[src/rtl/fft16_pkg.sv]
// Shared constants, state encoding and field types for the 16-point FFT stage sequencer.
package fft16_pkg;
  localparam int LOG2N  = 4;
  localparam int STAGES = LOG2N;
  localparam int N_BF   = 1 << (LOG2N - 1);

  typedef logic [$clog2(STAGES)-1:0] stage_t;
  typedef logic [LOG2N-2:0]          bf_t;
  typedef logic [LOG2N-1:0]          addr_t;
  typedef logic [LOG2N-2:0]          tw_t;

  typedef enum logic [1:0] {IDLE, ISSUE, DRAIN, DONE} state_e;
endpackage

[src/rtl/fft16_stage_sequencer_if.sv]
// Control/issue bundle between FFT control, the stage sequencer and the butterfly unit.
interface fft16_stage_sequencer_if;
  import fft16_pkg::*;

  logic   start;
  logic   bf_ready;
  logic   bf_valid;
  stage_t stage;
  bf_t    bf_idx;
  addr_t  addr_a;
  addr_t  addr_b;
  tw_t    tw_idx;
  logic   stage_last;
  logic   busy;
  logic   done;

  modport master (
    input  start, bf_ready,
    output bf_valid, stage, bf_idx, addr_a, addr_b, tw_idx, stage_last, busy, done
  );

  modport slave (
    output start, bf_ready,
    input  bf_valid, stage, bf_idx, addr_a, addr_b, tw_idx, stage_last, busy, done
  );
endinterface

[src/rtl/fft16_addr_gen.sv]
// Combinational radix-2 DIT operand/twiddle address mapping for one (stage, butterfly) pair.
module fft16_addr_gen
  import fft16_pkg::*;
(
  input  stage_t stage,
  input  bf_t    bf_idx,
  output addr_t  addr_a,
  output addr_t  addr_b,
  output tw_t    tw_idx
);
  addr_t b_ext, half, j, g;

  // addr_a inserts a zero bit at position 'stage' into bf_idx; addr_b sets that bit.
  always_comb begin
    b_ext  = addr_t'(bf_idx);
    half   = addr_t'(1) << stage;
    j      = b_ext & (half - addr_t'(1));
    g      = b_ext >> stage;
    addr_a = ((g << stage) << 1) | j;
    addr_b = addr_a + half;
    tw_idx = tw_t'(j << (stage_t'(LOG2N - 1) - stage));
  end
endmodule

[src/rtl/fft16_stage_sequencer.sv]
// Walks 4 stages x 8 butterflies, issuing operand/twiddle addresses with valid/ready
// and a fixed write-back drain gap between stages.
module fft16_stage_sequencer #(
  parameter int LOG2N  = 4,
  parameter int BF_LAT = 3
) (
  input logic clk,
  input logic rst,
  fft16_stage_sequencer_if.master bus
);
  import fft16_pkg::*;

  localparam int              GW         = (BF_LAT > 1) ? $clog2(BF_LAT) : 1;
  localparam logic [GW-1:0]   GAP_INIT   = GW'((BF_LAT > 0) ? BF_LAT - 1 : 0);
  localparam stage_t          LAST_STAGE = stage_t'(LOG2N - 1);
  localparam bf_t             LAST_BF    = bf_t'((1 << (LOG2N - 1)) - 1);

  state_e        state_q, state_d;
  stage_t        stage_q, stage_d;
  bf_t           bf_q, bf_d;
  logic [GW-1:0] gap_q, gap_d;

  logic  valid_q, valid_d, last_q, last_d, busy_q, busy_d, done_q, done_d;
  addr_t addr_a_q, addr_a_d, addr_b_q, addr_b_d;
  tw_t   tw_q, tw_d;

  addr_t nxt_a, nxt_b;
  tw_t   nxt_tw;
  logic  xfer, stage_end;

  // Addresses are computed from the next (stage, bf) so they register alongside them.
  fft16_addr_gen u_addr_gen (
    .stage  (stage_d),
    .bf_idx (bf_d),
    .addr_a (nxt_a),
    .addr_b (nxt_b),
    .tw_idx (nxt_tw)
  );

  always_comb begin
    state_d   = state_q;
    stage_d   = stage_q;
    bf_d      = bf_q;
    gap_d     = gap_q;
    stage_end = 1'b0;
    xfer      = valid_q & bus.bf_ready;

    case (state_q)
      IDLE: begin
        if (bus.start) begin
          state_d = ISSUE;
          stage_d = '0;
          bf_d    = '0;
        end
      end
      ISSUE: begin
        if (xfer) begin
          if (bf_q != LAST_BF) begin
            bf_d = bf_q + 1'b1;
          end else if (BF_LAT > 0) begin
            state_d = DRAIN;
            gap_d   = GAP_INIT;
          end else begin
            stage_end = 1'b1;
          end
        end
      end
      DRAIN: begin
        if (gap_q == '0) stage_end = 1'b1;
        else             gap_d = gap_q - 1'b1;
      end
      DONE: begin
        state_d = IDLE;
        stage_d = '0;
        bf_d    = '0;
      end
      default: state_d = IDLE;
    endcase

    if (stage_end) begin
      bf_d = '0;
      if (stage_q == LAST_STAGE) begin
        state_d = DONE;
      end else begin
        state_d = ISSUE;
        stage_d = stage_q + 1'b1;
      end
    end

    valid_d  = (state_d == ISSUE);
    busy_d   = (state_d == ISSUE) || (state_d == DRAIN);
    done_d   = (state_d == DONE);
    last_d   = valid_d && (bf_d == LAST_BF);
    addr_a_d = valid_d ? nxt_a  : '0;
    addr_b_d = valid_d ? nxt_b  : '0;
    tw_d     = valid_d ? nxt_tw : '0;
  end

  always_ff @(posedge clk or posedge rst) begin
    if (rst) begin
      state_q  <= IDLE;
      stage_q  <= '0;
      bf_q     <= '0;
      gap_q    <= '0;
      valid_q  <= 1'b0;
      last_q   <= 1'b0;
      busy_q   <= 1'b0;
      done_q   <= 1'b0;
      addr_a_q <= '0;
      addr_b_q <= '0;
      tw_q     <= '0;
    end else begin
      state_q  <= state_d;
      stage_q  <= stage_d;
      bf_q     <= bf_d;
      gap_q    <= gap_d;
      valid_q  <= valid_d;
      last_q   <= last_d;
      busy_q   <= busy_d;
      done_q   <= done_d;
      addr_a_q <= addr_a_d;
      addr_b_q <= addr_b_d;
      tw_q     <= tw_d;
    end
  end

  assign bus.bf_valid   = valid_q;
  assign bus.stage      = stage_q;
  assign bus.bf_idx     = bf_q;
  assign bus.addr_a     = addr_a_q;
  assign bus.addr_b     = addr_b_q;
  assign bus.tw_idx     = tw_q;
  assign bus.stage_last = last_q;
  assign bus.busy       = busy_q;
  assign bus.done       = done_q;
endmodule

[src/flat_wrapper.sv]
// flat-port wrapper written by rule: the top's interface ports become plain ports
module fft16_stage_sequencer_flat import fft16_pkg::*;
#(
  parameter int LOG2N  = 4,
  parameter int BF_LAT = 3
)
  (clk, rst, bus_start, bus_bf_ready, bus_bf_valid, bus_stage, bus_bf_idx, bus_addr_a, bus_addr_b, bus_tw_idx, bus_stage_last, bus_busy, bus_done);
  fft16_stage_sequencer_if bus_i ();
  input logic clk;
  input logic rst;
  input wire logic [$bits(bus_i.start)-1:0] bus_start;
  input wire logic [$bits(bus_i.bf_ready)-1:0] bus_bf_ready;
  output wire logic [$bits(bus_i.bf_valid)-1:0] bus_bf_valid;
  output wire logic [$bits(bus_i.stage)-1:0] bus_stage;
  output wire logic [$bits(bus_i.bf_idx)-1:0] bus_bf_idx;
  output wire logic [$bits(bus_i.addr_a)-1:0] bus_addr_a;
  output wire logic [$bits(bus_i.addr_b)-1:0] bus_addr_b;
  output wire logic [$bits(bus_i.tw_idx)-1:0] bus_tw_idx;
  output wire logic [$bits(bus_i.stage_last)-1:0] bus_stage_last;
  output wire logic [$bits(bus_i.busy)-1:0] bus_busy;
  output wire logic [$bits(bus_i.done)-1:0] bus_done;
  assign bus_i.start = bus_start;
  assign bus_i.bf_ready = bus_bf_ready;
  assign bus_bf_valid = bus_i.bf_valid;
  assign bus_stage = bus_i.stage;
  assign bus_bf_idx = bus_i.bf_idx;
  assign bus_addr_a = bus_i.addr_a;
  assign bus_addr_b = bus_i.addr_b;
  assign bus_tw_idx = bus_i.tw_idx;
  assign bus_stage_last = bus_i.stage_last;
  assign bus_busy = bus_i.busy;
  assign bus_done = bus_i.done;
  fft16_stage_sequencer #(.LOG2N(LOG2N), .BF_LAT(BF_LAT)) u_core (.clk(clk), .rst(rst), .bus(bus_i));
endmodule
[config.mk]
export PLATFORM = sky130hd
export DESIGN_NAME = fft16_stage_sequencer_flat
export DESIGN_NICKNAME = d
export VERILOG_FILES = /design/src/rtl/fft16_pkg.sv /design/src/rtl/fft16_stage_sequencer_if.sv /design/src/rtl/fft16_addr_gen.sv /design/src/rtl/fft16_stage_sequencer.sv /design/src/flat_wrapper.sv
export SDC_FILE = /design/constraint.sdc
export NUM_CORES = 1
export LEC_CHECK = 0
export ABC_AREA = 1
export CORE_ASPECT_RATIO = 0.75
export CORE_MARGIN = 3
export CORE_UTILIZATION = 35
export DETAILED_ROUTE_END_ITERATION = 6
export GPL_ROUTABILITY_DRIVEN = 0
export PLACE_DENSITY = 0.56
export REMOVE_ABC_BUFFERS = 1
export SYNTH_ARGS = -nofsm -noshare
export SYNTH_HDL_FRONTEND = slang
export SYNTH_SLANG_ARGS = --single-unit
[constraint.sdc]
create_clock -name clk -period 2.3 [get_ports clk]
set_input_delay 0.23 -clock clk [delete_from_list [all_inputs] [get_ports clk]]
set_output_delay 0.23 -clock clk [all_outputs]
set_load 0.005 [all_outputs]
==> impl_metrics.toml <==
[job]
maxCapViolCount = 0

[floorplanning]
placeableCoreArea_mm2 = 0.00347
die_area_mm2 = 0.00458
initial_core_util = 0.383
die_w_um = 77.1
die_h_um = 59.4
rows = 18
pin_count = 24

[timing]
hold_viol_final = 0
holdWs_ns = 0.304
slew_violations = 0
skew_ns = 0.00718
clock.fmax_ghz = 0.460
period_share = 0.944
fin_tns_setup_ns = 0
setup_violations = 0
min_period_ns = 2.17

[final_layout]
postLayoutCellArea_mm2 = 0.00186
area_growth_pct = 39.9
final_cell_count_no_fill = 244
fillers = 341
num_antenna_cells = 0
drive_above_1_share = 0.247
layout.nets = 211

[setup_path]
cp.required_ns = 2.47
worst_setup_path_end_kind = "flip-flop"
worstPathArrival_ns = 2.34
max_stage_delay_ns = 0.45
cp_max_fo = 5
crit_chain = "inv_2 -> ha_2 -> a21oi_2 -> o21ai_4 -> buf_4 -> nand2_1 -> nand2_2 -> fa_1 -> xnor2_1 -> nor2_1"
cp-start-kind = "flip-flop"
slowest_stage = "dfrtp_2"
path_class = "flip-flop to flip-flop"

[logic_synthesis]
synthTopCellsByArea = "dfrtp_1 (45%), nand2_1 (11%), ha_1 (10%), inv_1 (6.5%), nor2_1 (3.4%)"
synth_top_area_share = 0.452
synth.top_cells.by_count = "nand2_1 (38), dfrtp_1 (24), inv_1 (23)"
synth-main-ff-cell = "dfrtp_1"
syn_area_mm2 = 0.00133
avgSynthCellArea_um2 = 8.86
yosysTopAreaCell = "dfrtp_1"
yosysMostFrequentCell = "nand2_1"
synth_seq_cells = 24
synthDistinctLibCells = 27
syn_inst = 150
synthArstFlopShare = 1.00
synth_edf_count = 0
ys_warn_count = 0
yosysSeqAreaShare = 0.452

[min_path]
min_path_type = "primary input to asynchronous set/reset pin"

[global_route]
grt.overflow.total = 0
antenna_found_initial = 0
grt_pass1_vias = 1079
grt_max_degree = 25
grt_pass1_wl_um = 4840
track_usage = 0.134

[routing]
finalWirelength_um = 2950
num_vias = 1079
avgRoutedWirePerCell_um = 12.1
via_per_inst = 4.42
antenna_left = 0
drt_iter0_markers = 89
post-route-drc-count = 0
dr.pass1.iters = 4

[run_status]
status = "finished clean"

[placed_design]
port_buffers = 23
dp_cells = 236
place_area_mm2 = 0.00172
dp_hpwl_um = 2250

[power_and_ir_drop]
ir_worst_vdd_uv = 608
finalPower_mw = 1.68
power_density_mw_per_mm2 = 901
p_leak_nw = 0.955

[clock_tree]
cts_made_buffers = 3
cts_root_buffer = "clkbuf_8"
clock_sinks = 24
clk_pin_slew_ns = 0.09
cts_buffer_depth = 2
tritoncts = "done"
holdBufCountCts = 0
htreeDepth = 1
clock_latency_ns = 0.27
## metrics by stage
| step | setup WS [ns] | utilization |
|---|---|---|
| after global placement | 0.0447 | 0.496 |
| after CTS | 0.00276 | 0.512 |
| after floorplan | 0.143 | - |
| after detailed placement | 0.0111 | 0.496 |
| final | 0.128 | 0.536 |
| after global routing | -0.00681 | 0.536 |
## cell usage in the layout (no fill, tap or decap), types with 4 or more instances in the layout
master and instances:
clkdlybuf4s50_1 23, dfrtp_1 23, o21ai_0 4, inv_2 5
inv_1 20, buf_4 17, nand2_1 37, ha_1 8
nand3_1 4, clkbuf_8 4, a21oi_1 5, nor2_1 12
## critical path, delay by kind of cell (launching register included)
kind | cells | cell delay, ns
fa+ha+maj | 2 | 0.70
flops | 1 | 0.45
compound gates | 2 | 0.30
simple gates | 3 | 0.23
buf+inv | 2 | 0.22
xor+xnor | 1 | 0.15
## repair_timing
action,in CTS,in global routing
endpoints found under the setup margin,0,11
setup buffers,0,4
resized for setup,0,17
## sequential cells by signal (all words and copies together), names as in the netlist
signal and count:
u_core.gap_q 2, u_core.bus.bf_valid 1, u_core.bus.busy 1, u_core.bus.stage 2, u_core.bus.bf_idx 3, u_core.bus.stage_last 1, u_core.bus.tw_idx 3, u_core.bus.addr_b 4
u_core.bus.done 1, u_core.state_q 2, u_core.bus.addr_a 4
## final timing paths
check	slack, ns	cells after the start	end	start
hold reg to reg	0.56	2	u_core.gap_q[1]	u_core.gap_q[1]
setup reg to reg	0.13	10	u_core.bus.addr_b[2]	u_core.state_q[1]
min in group clk	0.56	2	u_core.gap_q[1]	u_core.gap_q[1]
setup / recovery	0.13	10	u_core.bus.addr_b[2]	u_core.state_q[1]
max in group asynchronous	1.74	3	u_core.state_q[1]	rst
hold / removal	0.30	3	u_core.bus.done	rst
## where the power goes
part	switching, mW	internal (mW)	leakage, nW
Clock	0.136	0.153	0.0288
Sequential	0.0415	0.507	0.313
Combinational	0.439	0.398	0.613
Total	0.617	1.06	0.955
## cell families (layout without fill, tap and decap cells)
logic type / Yosys count / after routing / share of synthesized area
AND/OR/NAND/NOR: 66 / 66 / 0.248
buffers and inverters: 26 / 70 / 0.0734
XOR/XNOR: 1 / 1 / 0.00659
flip-flops: 24 / 24 / 0.452
AO/OA/AOI/OAI: 20 / 20 / 0.0989
adder cells (fa/ha/maj): 12 / 12 / 0.119
other: 1 / 1 / 0.00282
## routing by layer
| metal | GRT usage | vias up | wire length (um) |
|---|---|---|---|
| met5 | 0 | - | 0 |
| met4 | 0.0381 | 0 | 17 |
| met3 | 0.0350 | 2 | 127 |
| met2 | 0.214 | 22 | 1350 |
| met1 | 0.183 | 501 | 1450 |
| li1 | - | 554 | - |
## area by class of cell
type,count,area [um^2],share of cell area
multi-input cells,100,684,0.368
flip-flops and latches,24,602,0.324
repair buffers,40,358,0.192
inverters,26,97.6,0.0525
well taps,50,62.6,0.0336
clock buffers,4,55.1,0.0296
(Power assumes the default switching activity.)
